==> src/rtl/add_seq_pkg.sv <==
// add_seq_pkg: shared types and constants for the nibble-serial adder.
//   state_t - sequencer FSM states (IDLE, ADD, DONE)
//   NIB     - width of the shared adder slice
//   cnt_w() - nibble counter width for a given operand width
package add_seq_pkg;

    typedef enum logic [1:0] {
        IDLE = 2'd0,
        ADD  = 2'd1,
        DONE = 2'd2
    } state_t;

    localparam int NIB = 4;

    // clog2(WIDTH/4), floored at 1 so the counter never collapses to zero bits.
    function automatic int cnt_w(input int width);
        return (width / NIB > 1) ? $clog2(width / NIB) : 1;
    endfunction

endpackage

==> src/rtl/add_seq_add4.sv <==
// add_seq_add4: 4-bit ripple adder built from four full-adder bit cells.
// Besides the sum and carry-out it exposes the carry out of bit 2 (the
// carry into bit 3), which the sequencer needs for signed overflow.
//   a, b  in  4  addends
//   ci    in  1  carry in
//   s     out 4  sum
//   co    out 1  carry out of bit 3
//   c3    out 1  carry into bit 3
module add_seq_add4
    import add_seq_pkg::*;
(
    input  logic [NIB-1:0] a,
    input  logic [NIB-1:0] b,
    input  logic           ci,
    output logic [NIB-1:0] s,
    output logic           co,
    output logic           c3
);

    logic [NIB:0] c;

    assign c[0] = ci;

    for (genvar i = 0; i < NIB; i++) begin : g_bit
        assign s[i]   = a[i] ^ b[i] ^ c[i];
        assign c[i+1] = (a[i] & b[i]) | (c[i] & (a[i] ^ b[i]));
    end

    assign co = c[NIB];
    assign c3 = c[NIB-1];

endmodule

==> src/rtl/add_seq.sv <==
// add_seq: nibble-serial adder sequencer. Computes a + b + ci over WIDTH
// bits by stepping one shared 4-bit ripple adder across the operands,
// least-significant nibble first, over WIDTH/4 cycles.
//   clk, rst  clock, synchronous active-high reset
//   start     request, sampled in IDLE or DONE only
//   a, b, ci  operands, captured on an accepted start
//   sub       (ADD_SEQ_SUB_EN only) compute a - b instead
//   busy      high while nibbles are being summed
//   done      one-cycle pulse; s, co, v valid
//   s, co, v  sum, carry out, signed overflow; held until the next done
// Optional feature macro: ADD_SEQ_SUB_EN adds the sub port.
module add_seq
    import add_seq_pkg::*;
#(
    parameter int WIDTH = 32
) (
    input  logic             clk,
    input  logic             rst,
    input  logic             start,
    input  logic [WIDTH-1:0] a,
    input  logic [WIDTH-1:0] b,
    input  logic             ci,
`ifdef ADD_SEQ_SUB_EN
    input  logic             sub,
`endif
    output logic             busy,
    output logic             done,
    output logic [WIDTH-1:0] s,
    output logic             co,
    output logic             v
);

    localparam int N  = WIDTH / NIB;
    localparam int CW = cnt_w(WIDTH);
    localparam logic [CW-1:0] LAST = CW'(N - 1);

    state_t           state;
    logic [CW-1:0]    cnt;
    logic             cy;
    logic [WIDTH-1:0] a_q;
    logic [WIDTH-1:0] b_q;
    logic [WIDTH-1:0] res;

    // Operand conditioning at capture time: subtraction is a + ~b + 1.
    logic [WIDTH-1:0] b_in;
    logic             ci_in;

`ifdef ADD_SEQ_SUB_EN
    always_comb begin
        b_in  = sub ? ~b : b;
        ci_in = sub | ci;
    end
`else
    always_comb begin
        b_in  = b;
        ci_in = ci;
    end
`endif

    // Operand registers shift right one nibble per ADD cycle, so the
    // adder always sees the low nibble and no wide mux is needed.
    logic [NIB-1:0] nib_s;
    logic           nib_co;
    logic           nib_c3;

    add_seq_add4 u_add4 (
        .a  (a_q[NIB-1:0]),
        .b  (b_q[NIB-1:0]),
        .ci (cy),
        .s  (nib_s),
        .co (nib_co),
        .c3 (nib_c3)
    );

    // Result fills from the top; after N shifts the first nibble is at bit 0.
    logic [WIDTH-1:0] res_nxt;
    assign res_nxt = {nib_s, res[WIDTH-1:NIB]};

    always_ff @(posedge clk) begin
        if (rst) begin
            state <= IDLE;
            cnt   <= '0;
            cy    <= 1'b0;
            a_q   <= '0;
            b_q   <= '0;
            res   <= '0;
            s     <= '0;
            co    <= 1'b0;
            v     <= 1'b0;
            busy  <= 1'b0;
            done  <= 1'b0;
        end else begin
            done <= 1'b0;
            case (state)
                // DONE accepts like IDLE to allow back-to-back operations.
                IDLE, DONE: begin
                    if (start) begin
                        a_q   <= a;
                        b_q   <= b_in;
                        cy    <= ci_in;
                        cnt   <= '0;
                        busy  <= 1'b1;
                        state <= ADD;
                    end else begin
                        busy  <= 1'b0;
                        state <= IDLE;
                    end
                end
                ADD: begin
                    a_q <= a_q >> NIB;
                    b_q <= b_q >> NIB;
                    res <= res_nxt;
                    cy  <= nib_co;
                    if (cnt == LAST) begin
                        s     <= res_nxt;
                        co    <= nib_co;
                        v     <= nib_c3 ^ nib_co;
                        done  <= 1'b1;
                        busy  <= 1'b0;
                        state <= DONE;
                    end else begin
                        cnt <= cnt + CW'(1);
                    end
                end
                default: begin
                    busy  <= 1'b0;
                    state <= IDLE;
                end
            endcase
        end
    end

endmodule
==> config.mk <==
export PLATFORM = sky130hd
export DESIGN_NAME = add_seq
export DESIGN_NICKNAME = d
export VERILOG_FILES = /design/src/rtl/add_seq_pkg.sv /design/src/rtl/add_seq_add4.sv /design/src/rtl/add_seq.sv
export SDC_FILE = /design/constraint.sdc
export NUM_CORES = 1
export LEC_CHECK = 0
export ABC_AREA = 1
export CAP_MARGIN = 20
export CORE_MARGIN = 4
export CORE_UTILIZATION = 53
export CTS_CLUSTER_DIAMETER = 150
export DETAILED_ROUTE_END_ITERATION = 10
export PLACE_DENSITY_LB_ADDON = 0.15
export SLEW_MARGIN = 40
export SYNTH_ARGS = -nofsm -noshare
export SYNTH_HDL_FRONTEND = slang
export SYNTH_SLANG_ARGS = --single-unit
export TNS_END_PERCENT = 1
==> constraint.sdc <==
create_clock -name clk -period 2.3 [get_ports clk]
set_input_delay 0.69 -clock clk [delete_from_list [all_inputs] [get_ports clk]]
set_output_delay 0.69 -clock clk [all_outputs]
set_load 0.02 [all_outputs]
# Word level (Yosys, flattened, before mapping)
# Index checks and enable logic that the tools add are counted.
# classes
n_addsub	1
eq_ne	6
mux	16
bitwise_logic	22
n_reduce_logical	7
# op_table
operator	count
32-bit one-hot mux with 2 select lines	2
32-bit two-way mux	2
1-bit bitwise XOR	9
1-bit bitwise AND	8
3-bit two-way mux	2
2-bit != test (second input constant)	3
3-bit one-hot mux with 2 select lines	1
1-bit two-way mux	5
1-bit bitwise OR	4
1-bit one-hot mux with 2 select lines	2
2-bit one-hot mux with 2 select lines	1
2-bit AND reduction	2
2-bit OR reduction	2
3-bit by 1-bit adder with 3-bit output (second input constant)	1
3-bit == test (second input constant)	1
3-bit AND reduction	1
2-bit by 1-bit == test with 1-bit output (second input constant)	1
2-bit == test (second input constant)	1
2-bit logical NOT	1
2-bit two-way mux	1
2-bit nonzero test	1
1-bit NOT	1
# totals
ff_bits	138
input_bits	68
output_inout_bits	36
word_cells	63

# Depth between registers and ports, before layout
# Gate-level depths: netlist (run 1).
# logic_depth
ltp_word	10
ltp_mapped	11
depth_no_buf	11

# Cells and area by module
# Synthesis (run 1) repeated with hierarchy kept, for this count alone.
# unflattened
hier_cells	786
hier_area_um2	5619.1
# by_module_without_submodules
module	n_inst	cells_each	area_each_um2	seq_area_each_um2
add_seq	1	774	5509.0	2662.6
add_seq_add4	1	12	110.1	0.0

# Least setup slack after synthesis (run 1)
# Ideal clock, no wire load.
# synth_path
kind	reg2reg
startpoint	reg cy
endpoint	reg s[31]
setup_ns	0.064
t_arrival_ns	2.013
required_ns	2.236
path_slack_ns	0.223
stages_incl_launch_ff	11
n_path_buf	0
synth_period_minus_slack_ns	2.077
path_cell_list	dfxtp_1 -> fa_1 -> inv_1 -> fa_1 -> inv_1 -> fa_1 -> inv_1 -> fa_1 -> nand2_1 -> nand2_1 -> nor2_1
# synth_between
elab_chain_len	7
# synth_lines
item	line	source
start: declaration	add_seq.sv:39	logic cy;
start signal: assignment	add_seq.sv:100	cy <= ci_in;
start signal: assignment	add_seq.sv:113	cy <= nib_co;
1-bit bitwise AND	add_seq_add4.sv:26	assign c[i+1] = (a[i] & b[i]) | (c[i] & (a[i] ^ b[i]));
1-bit bitwise OR	add_seq_add4.sv:26	
1-bit bitwise AND	add_seq_add4.sv:26	
1-bit bitwise OR	add_seq_add4.sv:26	
1-bit bitwise AND	add_seq_add4.sv:26	
1-bit bitwise OR	add_seq_add4.sv:26	
1-bit bitwise XOR	add_seq_add4.sv:25	assign s[i] = a[i] ^ b[i] ^ c[i];
end signal: assignment	add_seq.sv:115	s <= res_nxt;
end: declaration	add_seq.sv:28	output logic [WIDTH-1:0] s,
# Every way passes these cells.
# A chain may end at the register's enable or synchronous reset.

# Worst setup path in the final report (run 1)
# layout_path
startpoint	reg s[31]
endpoint	out s[31]
# No word-level cell between the ends.

==> reports/metrics.csv, run 1 <==
stage,metric,value,unit
critical_path,Critical Path End Type,primary output,
pwr,Peak VDD IR,0.6175,mV
synth,simple-gate area share of the yosys netlist,32.89,%
synth,ys async rst share,0,%
synth,number of synthesized flops with an enable pin,0,
place,GP Congestion,0.7938,
cts,Sink Count,134,
outcome,status,finished clean,
critical_path,critical path peak fanout,2,
detailed_routing,drt total wl,13180,µm
cts,CTS Root Cell,clkbuf_8,
pwr,total power,6.048,mW
detailed_routing,DR vias,5179,
job,max cap viols,0,
synth,Syn Inst Count,783,
detailed_routing,Routed Antenna Nets,0,
critical_path,crit path cell chain,clkdlybuf4s50_1,
floorplan,I/O Pins,104,
detailed_routing,WL/cell,12.96,µm
place,placed instance area,6883,µm²
synth,Synth Register Bits,134,
synth,Post-Synth Adder-Cell Area,1.813,%
cts,total CTS buffers,17,
synth,sequential share of the synthesized area,46.27,%
timing,"Slew Viols, Final",0,
cts,H-tree depth,4,
detailed_routing,drt initial violations,300,
synth,largest family of logic cells by synthesized area,simple AND/OR/NAND/NOR gates,
timing,Tmin final,2.211,ns
final_layout,Final Util,71.33,%
critical_path,critical path class,flip-flop to primary output,
synth,Post-synth top cells,"186 x nor2_1, 134 x dfxtp_1, 88 x inv_1, 84 x nand3_1, 82 x nand2_1",
critical_path,CP Buf/Inv Count,1,
synth,Synth Area in Compound Gates,7.898,%
floorplan,die area,12680,µm²
global_route,global-route wire length before repair,22310,µm
place,hpwl dp,8808,µm
final_layout,diode count,0,
cts,Worst-Skew Late Latency,0.52,ns
cts,clock slew at reported path FFs,0.06,ns
place,Port Buffers,103,
timing,Slew headroom,55.91,%
floorplan,width of the die,112.6,µm
final_layout,fin area,7496,µm²
critical_path,Worst path max stage delay,0.62,ns
synth,mapped cell area,5798,µm²
place,Setup WS pre-CTS,0.08506,ns
cts,CTS tree,yes,
detailed_routing,vias per cell,5.092,
global_route,grt ovf,0,
synth,xor-xnor portion of the synthesized cell area,0.1511,%
critical_path,Startpoint Class,flip-flop,
pwr,Leak,3.249,nW
global_route,largest net degree at the start of global routing,50,
critical_path,Arrival @ worst endpoint,1.52,ns
final_layout,Layout area overhead,29.28,%
synth,Mapped Nets,857,
timing,Max Clk Rate,452.3,MHz
floorplan,chip height,112.6,µm
timing,Fin. Hold Viols,0,
synth,synth warn,0,
global_route,Tot GR Track Use,21.23,%
floorplan,site row count,37,
pwr,Pwr per Cell Area,806.9,nW/µm²
synth,mux contribution to synthesized area,0,%
critical_path,WP data required,1.61,ns
synth,Cell variety after synth,25,
final_layout,share of cells above drive strength 1,10.56,%
cts,Max Buffers Root-to-Sink,2,
final_layout,Final nets,942,
detailed_routing,Remaining DRCs,0,
synth,Yosys top cell area share,46.27,%
synth,top-count cell post-synth,nor2_1,
synth,largest area contributor in the netlist,dfxtp_1,
floorplan,Initial Util,55.17,%
global_route,vias in the first global route,5007,
synth,Mean Syn Cell Area,7.405,µm²
timing,setup ws final,0.08905,ns
timing,setup TNS,0,ns
timing,Final Cycle Share,96.13,%
synth,Area contributors post-synth,"dfxtp_1 46%, nor2_1 12%, nand3_1 7.3%",
worst_hold_path,worst min path class,flip-flop to flip-flop,
timing,# setup viols final,0,
timing,Worst Max-Slew Pin Slew,0.6590,ns
global_route,initial antenna violation count,0,
critical_path,Slowest cell on crit path,clkdlybuf4s50_1,
cts,cts hold-fix bufs,0,
floorplan,floorplan core area,10510,µm²
timing,Worst Skew,0.006576,ns
synth,main flop type after synthesis,dfxtp_1,
detailed_routing,number of detailed-route iterations in the first pass,5,
critical_path,Top delay family on crit path,buffers and inverters,
-- placed cells by master (no fill, tap or decap), drive strengths merged --
cell | netlist | routed
inv | 90 | 91
nand3b | 1 | 1
bufinv | 0 | 3
clkinv | 1 | 7
nor2 | 188 | 188
nand3 | 84 | 84
fa | 4 | 4
dfxtp | 134 | 134
clkinvlp | 0 | 3
clkbuf | 17 | 19
o21bai | 17 | 17
o21ai | 40 | 40
nand2 | 86 | 86
nor3 | 56 | 56
xnor2 | 1 | 1
ha | 2 | 2
buf | 36 | 16
a21oi | 26 | 26
clkdlybuf4s50 | 0 | 103
-- cells by family (layout without fill, tap and decap cells) --
| group | after synthesis | in the layout |
|---|---|---|
| buffers and inverters | 144 | 242 |
| adder cells (fa/ha/maj) | 6 | 6 |
| AND/OR/NAND/NOR | 415 | 415 |
| XOR/XNOR | 1 | 1 |
| AO/OA/AOI/OAI | 83 | 83 |
| flip-flops | 134 | 134 |
-- stage by stage --
step           hold WS (ns)  cells
2_1_floorplan        0.4302    783
3_3_place_gp         0.4482    984
3_5_place_dp         0.4568    984
4_1_cts              0.4670   1016
5_1_grt              0.4888   1017
6_report             0.4660   1017
-- report_power, final --
group | internal, mW | switching (mW)
logic | 0.355 | 0.426
clock network | 1.70 | 0.982
registers | 2.49 | 0.0974
-- area by class of cell --
type	count	area, µm²
Timing Repair Buffer	119	1214
Sequential cell	134	2685
Clock buffer	19	441.7
Tap cell	136	170.2
Inverter	91	344.1
Fill cell	872	3013
Multi-Input combinational cell	505	2486
Clock inverter	13	155.1
-- state kept, by name, summed over array words and instances, names as in the netlist, 2 cells and up --
register	flops
a_q	32
b_q	32
cnt	3
res	28
s	32
state	2
-- tightest hold or removal path, delay by kind of cell (launching register included) --
| family | cells | cell delay, ns |
|---|---|---|
| simple gates | 2 | 0.10 |
| flops | 1 | 0.32 |
-- repair_timing --
item | in CTS | in global routing
endpoints found under the setup margin | 0 | 3
setup buffers | 0 | 1
gates resized for setup | 0 | 5
-- path summary, 6_finish.rpt --
kind	startpoint	end	slack, ns	cells past startpoint
hold reg to reg	res[31]	s[27]	0.47	2
hold / removal	res[31]	s[27]	0.47	2
setup / recovery	s[31]	s[31]	0.09	1
setup reg to reg	cy	s[31]	0.10	10
-- routing by layer --
metal / GRT usage [%] / part of all wire, %
met1: 24.42 / 42
met2: 37.84 / 51
met3: 6.038 / 5.9
met4: 6.891 / 1.2
met5: 0 / 0
Note: power is estimated with default switching activity, not from simulation.
==> run 2, diff against run 1 <==
--- a/config.mk
+++ b/config.mk
@@ -5,10 +5,9 @@
 export SDC_FILE = /design/constraint.sdc
 export NUM_CORES = 1
 export LEC_CHECK = 0
-export ABC_AREA = 1
 export CAP_MARGIN = 20
 export CORE_MARGIN = 4
-export CORE_UTILIZATION = 53
+export CORE_UTILIZATION = 51
 export CTS_CLUSTER_DIAMETER = 150
 export DETAILED_ROUTE_END_ITERATION = 10
 export PLACE_DENSITY_LB_ADDON = 0.15
==> reports/metrics.csv, run 2 <==
stage,metric,value,unit
floorplan,floorplan core area,9729,µm²
synth,top-count cell post-synth,dfxtp_1,
cts,H-tree depth,4,
detailed_routing,DR vias,4470,
critical_path,Slowest cell on crit path,fa_1,
cts,Worst-Skew Late Latency,0.51,ns
floorplan,die area,11640,µm²
pwr,P_sw,1.360,mW
place,hpwl dp,7223,µm
job,max cap viols,0,
critical_path,Arrival @ worst endpoint,2.61,ns
synth,mapped cell area,5090,µm²
cts,total CTS buffers,17,
critical_path,Startpoint Class,flip-flop,
timing,"Slew Viols, Final",0,
timing,Slew headroom,61.60,%
critical_path,crit path cell chain,"fa_1, inv_1, fa_1, inv_1, fa_2, inv_2, fa_1, a211oi_2",
global_route,initial antenna violation count,0,
cts,CTS Root Cell,clkbuf_8,
timing,Max Clk Rate,457.4,MHz
timing,Fin. Hold Viols,0,
final_layout,most frequent cells in the layout,"134 x dfxtp_1, 124 x nand2_1, 104 x nor3_1",
cts,postcts setup bufs,0,
synth,Cell variety after synth,27,
synth,Area contributors post-synth,"dfxtp_1 53%, nor3_1 10%, nand2_1 9.1%",
pwr,Leak,2.308,nW
critical_path,critical path peak fanout,2,
cts,Sink Count,134,
synth,Post-synth top cells,"134 x dfxtp_1, 124 x nand2_1, 104 x nor3_1, 71 x a21oi_1, 56 x o22ai_1",
final_layout,top flop regs,"a_q (32), b_q (32), s (32)",
critical_path,critical path class,flip-flop to flip-flop,
cts,Max Buffers Root-to-Sink,2,
critical_path,CP startpoint,cy,
floorplan,width of the die,107.9,µm
timing,RSZ-0062 raised after global routing,no,
synth,Yosys top cell area share,52.70,%
synth,number of synthesized flops with an enable pin,0,
timing,Worst Skew,0.01153,ns
pwr,total power,5.855,mW
final_layout,Finished Layout Cells,818,
timing,# setup viols final,0,
final_layout,share of cells above drive strength 1,7.299,%
detailed_routing,Routed Antenna Nets,0,
detailed_routing,WL/cell,14.29,µm
outcome,status,finished clean,
detailed_routing,vias per cell,5.465,
timing,Worst Max-Slew Pin Slew,0.5761,ns
global_route,vias in the first global route,4310,
pwr,Clock Power Share,46.3,%
critical_path,Critical Path End Type,flip-flop,
detailed_routing,drt initial violations,245,
floorplan,chip height,107.9,µm
timing,Final Cycle Share,95.06,%
cts,CTS tree,yes,
floorplan,I/O Pins,104,
worst_hold_path,worst min path class,flip-flop to flip-flop,
place,Port Buffers,103,
synth,Synth Register Bits,134,
final_layout,fill cell count,779,
worst_hold_path,hold_sp,s[9],
global_route,grt ovf,0,
floorplan,Initial Util,52.31,%
synth,ys async rst share,0,%
floorplan,site row count,36,
synth,synth warn,0,
timing,Min Hold Slack,0.4505,ns
place,Setup WS pre-CTS,0.05154,ns
critical_path,WP data required,2.73,ns
timing,Tmin final,2.186,ns
pwr,Peak VDD IR,0.5021,mV
detailed_routing,drt total wl,11690,µm
pwr,Combinational Power Share,10.6,%
synth,main flop type after synthesis,dfxtp_1,
final_layout,Final nets,748,
final_layout,diode count,0,
pwr,P_int,4.496,mW
global_route,Tot GR Track Use,20.77,%
synth,Syn Inst Count,599,
critical_path,Worst path max stage delay,0.46,ns
pwr,sequential power share,43.1,%
synth,Mean Syn Cell Area,8.497,µm²
cts,clock slew at reported path FFs,0.06,ns
synth,sequential share of the synthesized area,52.70,%
critical_path,"most used cell, CP",fa_1,
final_layout,Layout area overhead,31.78,%
detailed_routing,Remaining DRCs,0,
timing,setup ws final,0.1136,ns
global_route,largest net degree at the start of global routing,74,
pwr,Switching Fraction,23.22,%
synth,largest area contributor in the netlist,dfxtp_1,
synth,Mapped Nets,673,
pwr,Pwr per Cell Area,872.9,nW/µm²
place,GP Congestion,0.7750,
global_route,global-route wire length before repair,19550,µm
final_layout,"commonest non-fill, non-tap cell in the layout",dfxtp_1,
place,Cells after DPL,788,
critical_path,start of the worst register-to-register path,cy,
detailed_routing,number of detailed-route iterations in the first pass,5,
timing,setup TNS,0,ns
[run 2: cell count changes in the layout (fill, tap and decap cells not counted), sizes merged, moves of 3 or more]
| cell | delta |
|---|---|
| a211oi | +5 |
| a21oi | +45 |
| a311oi | +4 |
| buf | -5 |
| clkinv | -3 |
| inv | -84 |
| nand2 | +38 |
| nand2b | +3 |
| nand3 | -72 |
| nor2 | -180 |
| nor3 | +48 |
| o21ai | -40 |
| o21bai | -17 |
| o22ai | +56 |
[run 2: layout make-up]
type                            count  area, µm²  area share, %
Sequential cell                   134       2683          39.99
Inverter                            7      26.28         0.3917
Timing Repair Buffer              113       1154          17.20
Tap cell                          133      166.4          2.481
Multi-Input combinational cell    401       2079          31.00
Clock inverter                     12      181.4          2.705
Clock buffer                       18      417.9          6.230
[run 2: critical path: cells and delay by family, from the launching register on]
family | cells | cell delay (ns)
fa+ha+maj | 4 | 1.40
buf+inv | 3 | 0.20
compound gates | 1 | 0.19
flops | 1 | 0.33
[run 2: cell families (layout without fill, tap and decap cells)]
family                     count (synthesis)  after routing  synth area share (%)
and+or+nand+nor                          257            257                 22.42
xor gates and xnor gates                   1              1                0.1721
AOI/OAI and AO/OA                        137            137                 15.59
buffers and inverters                     64            150                 7.055
DFF                                      134            134                 52.70
adders and majority gates                  6              6                 2.065
[run 2: power groups by stage]
stage          combinational, mW  clock (mW)  sequential [mW]
6_report                   0.623        2.71             2.52
3_5_place_dp               0.614           0             2.57
2_1_floorplan              0.431           0             2.55
4_1_cts                    0.620        2.76             2.52
5_1_grt                    0.689        2.86             2.54
3_3_place_gp               0.600           0             2.56
[run 2: worst paths after layout]
kind              to  slack, ns  depth (start not counted)
max          res[31]       0.11                          8
min             s[9]       0.45                          2
max reg2reg  res[31]       0.11                          8
min reg2reg     s[9]       0.45                          2
[run 2: metal layers]
metal | global-route usage (%) | wire [µm]
met1 | 24.81 | 4917
met2 | 35.61 | 5838
met3 | 6.179 | 777
met4 | 7.124 | 158
met5 | 0 | 0
[run 2: what timing repair did]
item,CTS,global route
resized for setup,0,4
hold endpoints to repair,0,0
hold buffers,0,0
setup endpoints to repair,0,2
[run 2: per-stage QoR]
| stage | utilization, % | cell area, µm² |
|---|---|---|
| floorplan | - | 5090 |
| global placement | 62.65 | 6096 |
| detailed placement | 62.65 | 6096 |
| CTS | 68.81 | 6695 |
| global route | 68.94 | 6708 |
| finish | 68.94 | 6708 |
